<file path="src/rtl/sipo_frame_ctrl_if.sv">
// rtl/sipo_frame_ctrl_if.sv - serial source / parallel consumer bundle for sipo_frame_ctrl
interface sipo_frame_ctrl_if #(
    parameter int WIDTH = 4,
    parameter int CNT_W = 3
);
    logic             start;
    logic             din;
    logic             din_vld;
    logic             data_rdy;
    logic             sh_en;
    logic [WIDTH-1:0] data_out;
    logic             data_vld;
    logic             busy;
    logic [CNT_W-1:0] bit_cnt;
    logic             overrun;
    logic             parity_err;

    modport master (
        output start, din, din_vld, data_rdy,
        input  sh_en, data_out, data_vld, busy, bit_cnt, overrun, parity_err
    );

    modport slave (
        input  start, din, din_vld, data_rdy,
        output sh_en, data_out, data_vld, busy, bit_cnt, overrun, parity_err
    );
endinterface

</file>
<file path="src/rtl/sipo_frame_ctrl.sv">
// rtl/sipo_frame_ctrl.sv - serial-in parallel-out frame controller; optional SIPO_PARITY_EN adds a trailing even-parity bit
module sipo_frame_ctrl #(
    parameter int WIDTH = 4,
    parameter int CNT_W = 3
) (
    input  logic               clk,
    input  logic               rst,
    sipo_frame_ctrl_if.slave   bus
);
    typedef enum logic [1:0] {
        S_IDLE  = 2'd0,
        S_SHIFT = 2'd1,
        S_WAIT  = 2'd2
    } state_t;

`ifdef SIPO_PARITY_EN
    localparam int LAST = WIDTH;
`else
    localparam int LAST = WIDTH - 1;
`endif

    state_t           state;
    logic [WIDTH-1:0] shreg;
    logic [WIDTH-1:0] data_q;
    logic [WIDTH-1:0] word;
    logic [CNT_W-1:0] bit_cnt_q;
    logic             data_vld_q;
    logic             overrun_q;
    logic             in_shift;
    logic             done;
    logic             free;
`ifdef SIPO_PARITY_EN
    logic             par_bit_q;
    logic             parity_err_q;
    logic             data_bit;
`endif

    always_comb begin
        in_shift = bus.din_vld && (state == S_SHIFT);
        done     = in_shift && (bit_cnt_q == CNT_W'(LAST));
        free     = !data_vld_q || bus.data_rdy;
`ifdef SIPO_PARITY_EN
        // the parity bit is the only one counted past WIDTH-1 and never enters shreg
        data_bit = (bit_cnt_q != CNT_W'(WIDTH));
        word     = shreg;
`else
        word     = {shreg[WIDTH-2:0], bus.din};
`endif
    end

`ifdef SIPO_PARITY_EN
    assign bus.sh_en      = in_shift && data_bit;
    assign bus.parity_err = parity_err_q;
`else
    assign bus.sh_en      = in_shift;
    assign bus.parity_err = 1'b0;
`endif
    assign bus.data_out = data_q;
    assign bus.data_vld = data_vld_q;
    assign bus.busy     = (state != S_IDLE);
    assign bus.bit_cnt  = bit_cnt_q;
    assign bus.overrun  = overrun_q;

    always_ff @(posedge clk) begin
        if (rst) begin
            state      <= S_IDLE;
            shreg      <= '0;
            data_q     <= '0;
            bit_cnt_q  <= '0;
            data_vld_q <= 1'b0;
            overrun_q  <= 1'b0;
`ifdef SIPO_PARITY_EN
            par_bit_q    <= 1'b0;
            parity_err_q <= 1'b0;
`endif
        end else begin
            // a reload below overrides this consume-clear
            if (data_vld_q && bus.data_rdy)
                data_vld_q <= 1'b0;
            if (bus.sh_en)
                shreg <= {shreg[WIDTH-2:0], bus.din};

            case (state)
                S_IDLE: begin
                    if (bus.start) begin
                        state     <= S_SHIFT;
                        bit_cnt_q <= '0;
                    end
                end
                S_SHIFT: begin
                    if (done) begin
                        bit_cnt_q <= '0;
                        if (free) begin
                            data_q     <= word;
                            data_vld_q <= 1'b1;
`ifdef SIPO_PARITY_EN
                            parity_err_q <= ^{word, bus.din};
`endif
                            state <= bus.start ? S_SHIFT : S_IDLE;
                        end else begin
                            shreg <= word;
`ifdef SIPO_PARITY_EN
                            par_bit_q <= bus.din;
`endif
                            state <= S_WAIT;
                        end
                    end else if (bus.din_vld) begin
                        bit_cnt_q <= bit_cnt_q + CNT_W'(1);
                    end
                end
                S_WAIT: begin
                    if (bus.din_vld)
                        overrun_q <= 1'b1;
                    if (bus.data_rdy) begin
                        data_q     <= shreg;
                        data_vld_q <= 1'b1;
`ifdef SIPO_PARITY_EN
                        parity_err_q <= ^{shreg, par_bit_q};
`endif
                        state <= bus.start ? S_SHIFT : S_IDLE;
                    end
                end
                default: state <= S_IDLE;
            endcase
        end
    end
endmodule

</file>
<file path="src/flat_wrapper.sv">
// flat-port wrapper written by rule: the top's interface ports become plain ports
module sipo_frame_ctrl_flat 
#(
    parameter int WIDTH = 4,
    parameter int CNT_W = 3
)
  (clk, rst, bus_start, bus_din, bus_din_vld, bus_data_rdy, bus_sh_en, bus_data_out, bus_data_vld, bus_busy, bus_bit_cnt, bus_overrun, bus_parity_err);
  sipo_frame_ctrl_if #(.WIDTH(WIDTH), .CNT_W(CNT_W)) bus_i ();
  input  logic clk;
  input  logic rst;
  input wire logic [$bits(bus_i.start)-1:0] bus_start;
  input wire logic [$bits(bus_i.din)-1:0] bus_din;
  input wire logic [$bits(bus_i.din_vld)-1:0] bus_din_vld;
  input wire logic [$bits(bus_i.data_rdy)-1:0] bus_data_rdy;
  output wire logic [$bits(bus_i.sh_en)-1:0] bus_sh_en;
  output wire logic [$bits(bus_i.data_out)-1:0] bus_data_out;
  output wire logic [$bits(bus_i.data_vld)-1:0] bus_data_vld;
  output wire logic [$bits(bus_i.busy)-1:0] bus_busy;
  output wire logic [$bits(bus_i.bit_cnt)-1:0] bus_bit_cnt;
  output wire logic [$bits(bus_i.overrun)-1:0] bus_overrun;
  output wire logic [$bits(bus_i.parity_err)-1:0] bus_parity_err;
  assign bus_i.start = bus_start;
  assign bus_i.din = bus_din;
  assign bus_i.din_vld = bus_din_vld;
  assign bus_i.data_rdy = bus_data_rdy;
  assign bus_sh_en = bus_i.sh_en;
  assign bus_data_out = bus_i.data_out;
  assign bus_data_vld = bus_i.data_vld;
  assign bus_busy = bus_i.busy;
  assign bus_bit_cnt = bus_i.bit_cnt;
  assign bus_overrun = bus_i.overrun;
  assign bus_parity_err = bus_i.parity_err;
  sipo_frame_ctrl #(.WIDTH(WIDTH), .CNT_W(CNT_W)) u_core (.clk(clk), .rst(rst), .bus(bus_i));
endmodule
</file>
<file path="config.mk">
export PLATFORM = sky130hd
export DESIGN_NAME = sipo_frame_ctrl_flat
export DESIGN_NICKNAME = d
export VERILOG_FILES = /design/src/rtl/sipo_frame_ctrl_if.sv /design/src/rtl/sipo_frame_ctrl.sv /design/src/flat_wrapper.sv
export SDC_FILE = /design/constraint.sdc
export NUM_CORES = 1
export LEC_CHECK = 0
export ABC_AREA = 1
export BUFFER_PORTS_ARGS = -buffer_cell sky130_fd_sc_hd__clkbuf_2
export CAP_MARGIN = 20
export CORE_MARGIN = 10
export CORE_UTILIZATION = 45
export CTS_CLUSTER_DIAMETER = 60
export CTS_CLUSTER_SIZE = 14
export DETAILED_ROUTE_END_ITERATION = 6
export PLACE_DENSITY = 0.72
export SETUP_SLACK_MARGIN = 0.1
export SLEW_MARGIN = 20
export SYNTH_ARGS = -nofsm -noshare
export SYNTH_HDL_FRONTEND = slang
export SYNTH_SLANG_ARGS = --single-unit
</file>
<file path="constraint.sdc">
create_clock -name clk -period 1.9 [get_ports clk]
set_input_delay 0.38 -clock clk [delete_from_list [all_inputs] [get_ports clk]]
set_output_delay 0.38 -clock clk [all_outputs]
set_load 0.02 [all_outputs]
</file>
# Yosys cells after proc, flatten, opt, wreduce, memory -nomap -nowiden
# Index checks and enable logic that the tools add are counted.
# classes
n_eq_ne	8
n_reduce_logical	13
mux	23
add_sub_neg	1
# op_table
operator	n
two-way mux 4 bit	7
two-way mux 3 bit	3
two-way mux 2 bit	4
one-hot mux 4 bit (2 select lines)	1
one-hot mux 2 bit (3 select lines)	1
one-hot mux 3 bit (2 select lines)	1
AND reduction 3 bit	2
nonzero test 2 bit	3
two-way mux 1 bit	5
!= test 2 x 1 -> 1 bit, second input constant	2
!= test 2 bit, second input constant	2
AND reduction 4 bit	1
adder 3 x 1 -> 3 bit, second input constant	1
== test 3 x 2 -> 1 bit, second input constant	1
logical AND 1 bit	3
!= test 3 x 2 -> 1 bit, second input constant	1
== test 2 x 1 -> 1 bit, second input constant	1
== test 2 bit, second input constant	1
logical NOT 2 bit	1
one-hot mux 1 bit (2 select lines)	1
AND reduction 2 bit	1
logical NOT 1 bit	1
logical OR 1 bit	1
# word_totals
out_inout_bits	12
inputBits	6
register_bits	15

# Logic depth before layout (Yosys ltp)
# Gate-level depths: netlist of run 1.
# logic_depth
depth_word	6
depth_mapped	10

# Least setup slack after synthesis of run 1
# Ideal clock, no wire load.
# synth_path
path_kind	reg2reg
start	register u_core.state[1]
end	register u_core.state[0]
stages_incl_launch_ff	10
setup_ns	0.114
arrival_ns	1.295
path_buffers	0
slack_ns	0.491
period_less_slack_ns	1.409
required_ns	1.786
cell_sequence	dfxtp_1 -> inv_1 -> ha_1 -> nand2_2 -> inv_4 -> nand2_2 -> nand2_2 -> nand3_2 -> a21oi_1 -> nor2_1
# synth_via
elab_chain_len	5
elab_cells_between_ends	10
cone_classes	eq/ne (5); mux (1); reduce/logical (4)
# synth_rtl
item	line_no	text
start: declaration	sipo_frame_ctrl.sv:22	state_t state;
start signal: assignment	sipo_frame_ctrl.sv:99	state <= bus.start ? S_SHIFT : S_IDLE;
start signal: assignment	sipo_frame_ctrl.sv:120	state <= bus.start ? S_SHIFT : S_IDLE;
== test 2 x 1 -> 1 bit	sipo_frame_ctrl.sv:39	in_shift = bus.din_vld && (state == S_SHIFT);
logical AND 1 bit	sipo_frame_ctrl.sv:39	
via bus_sh_en	flat_wrapper.sv:15	output wire logic [$bits(bus_i.sh_en)-1:0] bus_sh_en;
logical AND 1 bit	sipo_frame_ctrl.sv:40	done = in_shift && (bit_cnt_q == CNT_W'(LAST));
!= test 2 x 1 -> 1 bit (no source line)	n/a	
AND reduction 3 bit (no source line)	n/a	
# The timed path passes the listed nets, and every way through them passes these cells.
# A chain may end at the register's enable or synchronous reset.

# Worst setup path in the final report of run 1
# layout_path
start	register u_core.state[0]
end	output bus_busy
# layout_via
elab_chain_len	1
# layout_rtl
item	line_no	text
nonzero test 2 bit	sipo_frame_ctrl.sv:60	assign bus.busy = (state != S_IDLE);
end: declaration	flat_wrapper.sv:18	output wire logic [$bits(bus_i.busy)-1:0] bus_busy;
# Every way passes these cells.

==> run_results.csv, run 1 <==
group,metric,value,unit
sta,setup_tns,0,ns
sta,setup_viol,0,
power,power.leakage,0.0004575,uW
synth,yosysSeqAreaShare,37.80,%
critical_path,max_stage_delay,0.42,ns
synth,syn-num-nets,124,
finish,drive_above_1_share,21.54,%
clock_tree,clock_sinks,15,
power,p_clk_share,13.2,%
synth,synthTopCellsByArea,"dfxtp_1, nand2_1, inv_1",
synth,synth_cells,113,
critical_path,path_cells,"inv_1 > ha_1 > inv_1 > clkbuf_2",
detailed_routing,wl,1.639,mm
global_routing,grt_overflow,0,
place,placed_cell_area,883.3,sq um
clock_tree,cts_root_buffer,"clkbuf_4",
clock_tree,post_cts_buffers,0,
place,portBuffers,16,
detailed_routing,via_per_inst,4.600,
finish,syn_to_final_growth,16.22,%
clock_tree,clock_path_buffers,2,
power,power_frac_seq,31.7,%
sta,fin_skew,0.002186,ns
global_routing,grt_pass1_wl,2.773,mm
sta,hold_viol,0,
finish,final_design_area_no_fill,923.4,sq um
place,place_hpwl,1.262,mm
synth,synth_cell_types,20,
global_routing,antenna_found_initial,0,
power,comb_power_share,55.1,%
detailed_routing,drc,0,
detailed_routing,wl_met2,722,microns
clock_tree,tritoncts,"built",
synth,yosys_warnings,0,
die,die_y,62.02,microns
global_routing,gr-usage-all-layers,9.676,%
power,netSwitchingFraction,47.64,%
sta,drv_slew,0,
die,core,1708,sq um
critical_path,startpoint_type,"flip-flop",
die,die_area,3846,sq um
global_routing,grt_pass1_vias,685,
synth,yosys.area.top_type_share,37.80,%
synth,ys_ff_latch,15,
run_status,status,"finished, final reports clean",
power,p_per_area,1582,nW/um^2
clock_tree,ctsResizeCount,1,
sta,rsz0062_at_grt,"no",
finish,diodes,0,
detailed_routing,dr_wl_met3,121,microns
detailed_routing,first_iter_violations,9,
critical_path,setup.worst_path.end_class,"output port",
critical_path,crit_path_top_delay_cell,"dfxtp_1",
critical_path,crit_top_cell,"inv_1",
detailed_routing,vias,713,
power,ir_worst_vdd,0.0008886,V
synth,synth_top_cell_by_area,"dfxtp_1",
synth,synth_area,794.5,sq um
clock_tree,clkSlewWorstSetupHoldPaths,0.10,ns
global_routing,grt_max_degree,14,
job,cap_violations,0,
clock_tree,holdBufCountCts,0,
critical_path,crit_required,1.52,ns
power,intPower,764.9,uW
clock_tree,numCtsBuffers,3,
detailed_routing,wl_per_cell,10.57,microns
worst_hold_path,hold_class,"in2reg",
clock_tree,htree_levels,1,
synth,syn_avg_cell_area,7.031,sq um
sta,finalCritPeriodShare,91.19,%
power,p_sw,695.9,uW
detailed_routing,wl_met1,758,microns
detailed_routing,topRoutingLayerUsed,"met4",
clock_tree,clock_latency,0.29,ns
detailed_routing,antenna_left,0,
die,row_count,15,
detailed_routing,drtPass1Iterations,4,
die,initial_utilization,46.52,%
critical_path,worstPathMaxFanout,4,
die,ios,18,
finish,layout.nets,142,
die,die_w,62.02,microns
critical_path,critPathKind,"reg2out",
sta,period_needed,1.733,ns
place,gp_congestion,0.8290,
sta,max_freq,577.1,MHz
critical_path,arrival,1.35,ns
## placed cells by master, fill, tap and decap left out
master    count
nand3_4       1
nand3_1       3
o21ai_0      11
inv_1        17
nor3_1        1
clkinv_2      1
clkbuf_2     16
a41oi_1       1
or2_2         1
ha_1          4
nand2_1      24
a21oi_1       9
dfxtp_1      15
inv_4         1
conb_1        1
a21boi_1      1
nand3_2       1
nor2_1       15
clkbuf_4      3
nand2_2       3
ha_4          1
## layer usage
layer	global-route usage [%]	vias up
li1	-	386
met1	9.836	310
met2	16.08	12
met3	4.268	5
met4	5.732	0
met5	0	-
## cell usage after synthesis
master and number:
a21boi_0 1, a21oi_1 9, a41oi_1 1, buf_4 1, buf_6 1, clkbuf_1 1
conb_1 1, dfxtp_1 15, ha_1 5, inv_1 17, inv_4 1, nand2_1 24
nand2_2 3, nand3_1 3, nand3_2 1, nand3_4 1, nor2_1 15, nor3_1 1
o21ai_0 11, or2_2 1
## layout make-up
type / count / area (sq um)
sequential: 15 / 300.3
timing repair buffer: 16 / 80.08
tap: 25 / 31.28
clock inverter: 1 / 5.005
clock buffer: 3 / 22.52
fill: 173 / 784.5
multi-input combinational: 77 / 414.1
inverter: 18 / 70.07
## metrics by stage
stage	setup WS (ns)	power (uW)	utilization, %	std cells	hold slack, ns
finish	0.1673	1461	54.07	155	0.2860
global route	0.1071	1612	54.07	155	0.2975
CTS	0.1065	1454	53.48	155	0.2890
detailed placement	0.2670	1250	51.72	151	0.4430
global placement	0.2955	1237	51.72	151	0.4444
floorplan	0.4911	1064	-	113	0.4481
## sequential cells by signal, indices dropped and copies added, names as in the netlist
name,cells
u_core.bus.overrun,1
u_core.bus.data_out,4
u_core.bus.bit_cnt,3
u_core.state,2
u_core.bus.data_vld,1
u_core.shreg,4
## power groups by stage
stage | Combinational, uW | Clock, uW | Sequential [uW]
after floorplan | 552 | 0 | 512
after global placement | 776 | 0 | 462
after detailed placement | 782 | 0 | 467
after CTS | 797 | 196 | 460
after global routing | 930 | 208 | 474
final | 805 | 193 | 463
## final timing paths
kind                                            start                     end  slack (ns)  cells after the start
worst min register to register  u_core.bus.bit_cnt[2]   u_core.bus.bit_cnt[2]        0.46                      2
worst min-delay path                              rst      u_core.bus.overrun        0.29                      2
worst max register to register        u_core.state[0]  u_core.bus.data_out[0]        0.28                      6
worst max-delay path                  u_core.state[0]                bus_busy        0.17                      4
## worst max-delay path, delay by kind of cell, from the launching register on
| family | cells | cell delay [ns] |
|---|---|---|
| buffers and inverters | 3 | 0.42 |
| flip-flops | 1 | 0.42 |
| adder cells (fa/ha/maj) | 1 | 0.21 |
## logic make-up after synthesis
| logic type | after synthesis | synth area share [%] |
|---|---|---|
| simple gates | 49 | 27.56 |
| compound gates | 22 | 14.65 |
| buf+inv | 21 | 11.65 |
| flops | 15 | 37.80 |
| fa+ha+maj | 5 | 7.874 |
| other cells | 1 | 0.4720 |
No activity file was read; power rests on OpenSTA's default activity.
==> inputs of run 2 (changes only) <==
--- a/config.mk
+++ b/config.mk
@@ -7,8 +7,8 @@
 export LEC_CHECK = 0
 export ABC_AREA = 1
 export BUFFER_PORTS_ARGS = -buffer_cell sky130_fd_sc_hd__clkbuf_2
-export CAP_MARGIN = 20
-export CORE_MARGIN = 10
+export CAP_MARGIN = 0
+export CORE_MARGIN = 4
 export CORE_UTILIZATION = 45
 export CTS_CLUSTER_DIAMETER = 60
 export CTS_CLUSTER_SIZE = 14
==> run_results.csv, run 2 (synthesis gave the netlist of run 1 again) <==
group,metric,value,unit
run_status,status,"finished, final reports clean",
die,die_area,2502,sq um
global_routing,met1_usage,16.73,%
clock_tree,clock_path_buffers,2,
clock_tree,tritoncts,"built",
die,initial_utilization,49.84,%
critical_path,r2r_start,"u_core.state[0]",
place,gp_congestion,0.8409,
detailed_routing,wl,1.538,mm
finish,drive_above_1_share,21.54,%
sta,period_needed,1.760,ns
sta,setup_slack,0.1403,ns
sta,setup_tns,0,ns
die,die_w,50.02,microns
finish,diodes,0,
detailed_routing,antenna_left,0,
critical_path,critPathKind,"reg2out",
critical_path,rr_worst_depth,7,
place,portBuffers,16,
worst_hold_path,hold_class,"in2reg",
finish,final_cell_mix,"nand2_1, inv_1, clkbuf_2, nor2_1, dfxtp_1",
detailed_routing,first_iter_violations,24,
power,power.leakage,0.0004548,uW
sta,rsz0062_at_grt,"yes",
place,place_hpwl,1.138,mm
sta,hold_viol,0,
clock_tree,numCtsBuffers,3,
die,ios,18,
critical_path,crit_path_top_delay_cell,"dfxtp_1",
die,die_y,50.02,microns
job,cap_violations,0,
critical_path,startpoint_type,"flip-flop",
power,p_per_area,1569,nW/um^2
global_routing,grt_pass1_wl,2.463,mm
clock_tree,post_cts_buffers,0,
clock_tree,cts_root_buffer,"clkbuf_4",
clock_tree,clkSlewWorstSetupHoldPaths,0.10,ns
global_routing,antenna_found_initial,0,
global_routing,busiest_layer,"met2",
global_routing,met3_usage,3.614,%
worst_hold_path,min_from,"rst",
place,place_ws,0.2780,ns
critical_path,r2r_setup_slack,0.29,ns
detailed_routing,via_per_inst,4.662,
critical_path,worstPathMaxFanout,8,
die,core,1594,sq um
sta,max_freq,568.3,MHz
power,finalPower,1431,uW
worst_hold_path,hold_depth,2,
finish,syn_to_final_growth,14.80,%
sta,drv_slew,0,
power,ir_worst_vdd,0.0007338,V
global_routing,gr-usage-all-layers,12.87,%
global_routing,grt_max_degree,14,
finish,nFillCells,152,
critical_path,setup.worst_path.end_class,"output port",
finish,layout.nets,142,
finish,layout.cells.most_common,"nand2_1",
critical_path,timing.rr.end,"u_core.bus.data_out[2]",
critical_path,max_stage_delay,0.34,ns
critical_path,crit_required,1.52,ns
detailed_routing,drtPass1Iterations,4,
critical_path,path_cells,"inv_1 > ha_2 > nand2_2 > inv_4 > clkbuf_2",
global_routing,met2_usage,18.91,%
finish,fin_util,57.22,%
sta,setup_viol,0,
detailed_routing,drc,0,
clock_tree,htree_levels,1,
detailed_routing,wl_per_cell,9.987,microns
worst_hold_path,hold_path_end,"u_core.bus.overrun",
critical_path,arrival,1.38,ns
global_routing,grt_pass1_vias,573,
clock_tree,clock_sinks,15,
clock_tree,clock_latency,0.29,ns
sta,finalCritPeriodShare,92.61,%
global_routing,grt_overflow,0,
sta,fin_skew,0.003801,ns
detailed_routing,vias,718,
clock_tree,holdBufCountCts,0,
die,row_count,14,
## run 2: worst max path at each step
stage	slack, ns	from	endpoint
after global routing	0.06	u_core.state[1]	bus_sh_en
after detailed placement	0.28	u_core.state[0]	u_core.bus.data_out[3]
after floorplan	0.49	u_core.state[1]	u_core.state[0]
final	0.14	u_core.state[1]	bus_sh_en
after CTS	0.14	u_core.state[1]	bus_sh_en
after global placement	0.29	u_core.state[0]	u_core.bus.data_out[3]
## run 2: layout make-up
type                    count  area, sq um  share of cell area, %
clock buffers               3        22.52                  2.469
repair buffers             16        80.08                  8.779
flip-flops and latches     15        300.3                  32.92
clock inverters             1        5.005                 0.5487
well taps                  24        30.03                  3.292
multi-input cells          77        404.1                  44.31
inverters                  18        70.07                  7.682
## run 2: repair_timing
action,CTS,global route
resized for setup,1,0
setup endpoints to repair,1,1
pin swaps,0,0
## run 2: per-layer routing
metal,routed length [microns],up-vias
li1,-,386
met1,783,310
met2,644,18
met3,89,4
met4,21,0
met5,0,-
## run 2: power by group
part / switching, uW / internal [uW]
logic: 514 / 269
clock network: 111 / 78.2
registers: 55.4 / 403
## run 2: metrics by stage
step | cell area (sq um) | instances | hold WS (ns)
floorplan | 794.5 | 113 | 0.4481
global placement | 882.1 | 150 | 0.4402
detailed placement | 882.1 | 150 | 0.4442
CTS | 912.1 | 154 | 0.2872
global route | 912.1 | 154 | 0.2830
finish | 912.1 | 154 | 0.2912
## run 2: worst max-delay path: cells and delay by family (launching register included)
family	cells	cell delay (ns)
flip-flops	1	0.34
buffers and inverters	3	0.37
AND/OR/NAND/NOR	1	0.11
adder cells (fa/ha/maj)	1	0.27
==> inputs of run 3 (changes only) <==
--- a/config.mk
+++ b/config.mk
@@ -7,12 +7,13 @@
 export LEC_CHECK = 0
 export ABC_AREA = 1
 export BUFFER_PORTS_ARGS = -buffer_cell sky130_fd_sc_hd__clkbuf_2
-export CAP_MARGIN = 0
+export CAP_MARGIN = 20
 export CORE_MARGIN = 4
 export CORE_UTILIZATION = 45
 export CTS_CLUSTER_DIAMETER = 60
 export CTS_CLUSTER_SIZE = 14
 export DETAILED_ROUTE_END_ITERATION = 6
+export MAX_ROUTING_LAYER = met4
 export PLACE_DENSITY = 0.72
 export SETUP_SLACK_MARGIN = 0.1
 export SLEW_MARGIN = 20
==> run_results.csv, run 3 (synthesis gave the netlist of run 1 again) <==
group,metric,value,unit
sta,setup_viol,0,
finish,nFillCells,152,
run_status,status,"finished, final reports clean",
place,post-place-cells,150,
critical_path,crit_required,1.52,ns
finish,stdcell_count,154,
finish,syn_to_final_growth,14.80,%
finish,multi_input_area,404.1,sq um
place,gp_congestion,0.8540,
clock_tree,holdBufCountCts,0,
place,placed_cell_area,882.1,sq um
die,core,1594,sq um
sta,finalCritPeriodShare,91.82,%
finish,final_cell_mix,"nand2_1, inv_1, clkbuf_2, nor2_1, dfxtp_1",
die,die_area,2502,sq um
power,ir_worst_vdd,0.0007244,V
die,die_w,50.02,microns
global_routing,grt_pass1_vias,574,
die,row_count,14,
detailed_routing,wl_per_cell,9.851,microns
critical_path,setup.worst_path.end_class,"output port",
detailed_routing,vias,684,
clock_tree,clock_latency,0.28,ns
global_routing,grt_overflow,0,
finish,drive_above_1_share,21.54,%
detailed_routing,via_per_inst,4.442,
critical_path,rr_worst_depth,6,
critical_path,worstPathMaxFanout,8,
clock_tree,clkSlewWorstSetupHoldPaths,0.10,ns
clock_tree,tritoncts,"built",
detailed_routing,drc,0,
sta,hold_viol,0,
worst_hold_path,hold_class,"in2reg",
detailed_routing,wl,1.517,mm
job,cap_violations,0,
global_routing,grt_max_degree,14,
sta,max_freq,573.2,MHz
detailed_routing,drtPass1Iterations,5,
place,place_hpwl,1.138,mm
finish,diodes,0,
power,p_per_area,1567,nW/um^2
power,power.leakage,0.0004548,uW
clock_tree,clock_path_buffers,2,
critical_path,startpoint_type,"flip-flop",
die,die_y,50.02,microns
sta,fin_skew,0.004182,ns
worst_hold_path,min_from,"rst",
clock_tree,htree_levels,1,
global_routing,gr-usage-all-layers,13.21,%
critical_path,critPathKind,"reg2out",
finish,layout.nets,142,
critical_path,r2r_setup_slack,0.28,ns
worst_hold_path,hold_depth,2,
sta,setup_tns,0,ns
clock_tree,cts_root_buffer,"clkbuf_4",
detailed_routing,first_iter_violations,28,
clock_tree,clock_sinks,15,
place,portBuffers,16,
die,ios,18,
finish,final_design_area_no_fill,912.1,sq um
sta,period_needed,1.745,ns
clock_tree,numCtsBuffers,3,
worst_hold_path,hold_path_end,"u_core.bus.overrun",
sta,holdWs,0.2936,ns
detailed_routing,antenna_left,0,
die,initial_utilization,49.84,%
finish,register_area,300.3,sq um
critical_path,r2r_start,"u_core.state[0]",
critical_path,timing.rr.end,"u_core.bus.data_out[3]",
critical_path,arrival,1.36,ns
finish,layout.cells.most_common,"nand2_1",
global_routing,antenna_found_initial,0,
clock_tree,post_cts_buffers,0,
global_routing,grt_pass1_wl,2.456,mm
sta,drv_slew,0,
sta,rsz0062_at_grt,"yes",
-- run 3: cell counts in the layout (fill, tap and decap cells not counted) --
No cell type changed its count.
-- run 3: cell type report --
class                   count  share of cell area [%]
clock buffers               3                   2.469
clock inverters             1                  0.5487
inverters                  18                   7.682
multi-input cells          77                   44.31
flip-flops and latches     15                   32.92
well taps                  24                   3.292
repair buffers             16                   8.779
-- run 3: per-stage QoR --
| stage | total power, uW | setup slack (ns) | utilization (%) |
|---|---|---|---|
| after floorplan | 1064 | 0.4911 | - |
| after global placement | 1233 | 0.2921 | 55.34 |
| after detailed placement | 1245 | 0.2780 | 55.34 |
| after CTS | 1442 | 0.1426 | 57.22 |
| after global routing | 1564 | 0.06242 | 57.22 |
| final | 1430 | 0.1554 | 57.22 |
-- run 3: power breakdown --
| part | switching [uW] | leakage, uW | total [uW] | internal, uW |
|---|---|---|---|---|
| Sequential | 55.2 | 0.000123 | 458 | 403 |
| Clock | 111 | 0.0000177 | 189 | 78.1 |
| Combinational | 514 | 0.000314 | 782 | 269 |
-- run 3: how the worst max path moves through the flow --
| stage | end | slack [ns] | start | cells after the start |
|---|---|---|---|---|
| 3_5_place_dp | u_core.bus.data_out[3] | 0.28 | u_core.state[0] | 6 |
| 2_1_floorplan | u_core.state[0] | 0.49 | u_core.state[1] | 9 |
| 6_report | bus_sh_en | 0.16 | u_core.state[1] | 5 |
| 4_1_cts | bus_sh_en | 0.14 | u_core.state[1] | 5 |
| 3_3_place_gp | u_core.bus.data_out[3] | 0.29 | u_core.state[0] | 6 |
| 5_1_grt | bus_sh_en | 0.06 | u_core.state[1] | 5 |
-- run 3: what timing repair did --
item / CTS / global route
endpoints found under the setup margin: 1 / 1
hold endpoints to repair: 0 / 0
pin swaps: 0 / 0
gates resized for setup: 1 / 0
-- run 3: worst max-delay path, cell delays in order, from the launching register on --
cell and delay [ns]:
dfxtp_1 0.34, inv_1 0.10, ha_2 0.26, nand2_2 0.11, inv_4 0.10, clkbuf_2 0.17
-- run 3: per-layer routing --
metal,vias up,routed length (microns),GRT usage (%)
met5,-,0,-
met4,0,10,6.912
met3,2,60,3.614
met2,10,666,18.91
met1,286,779,16.73
li1,386,-,-
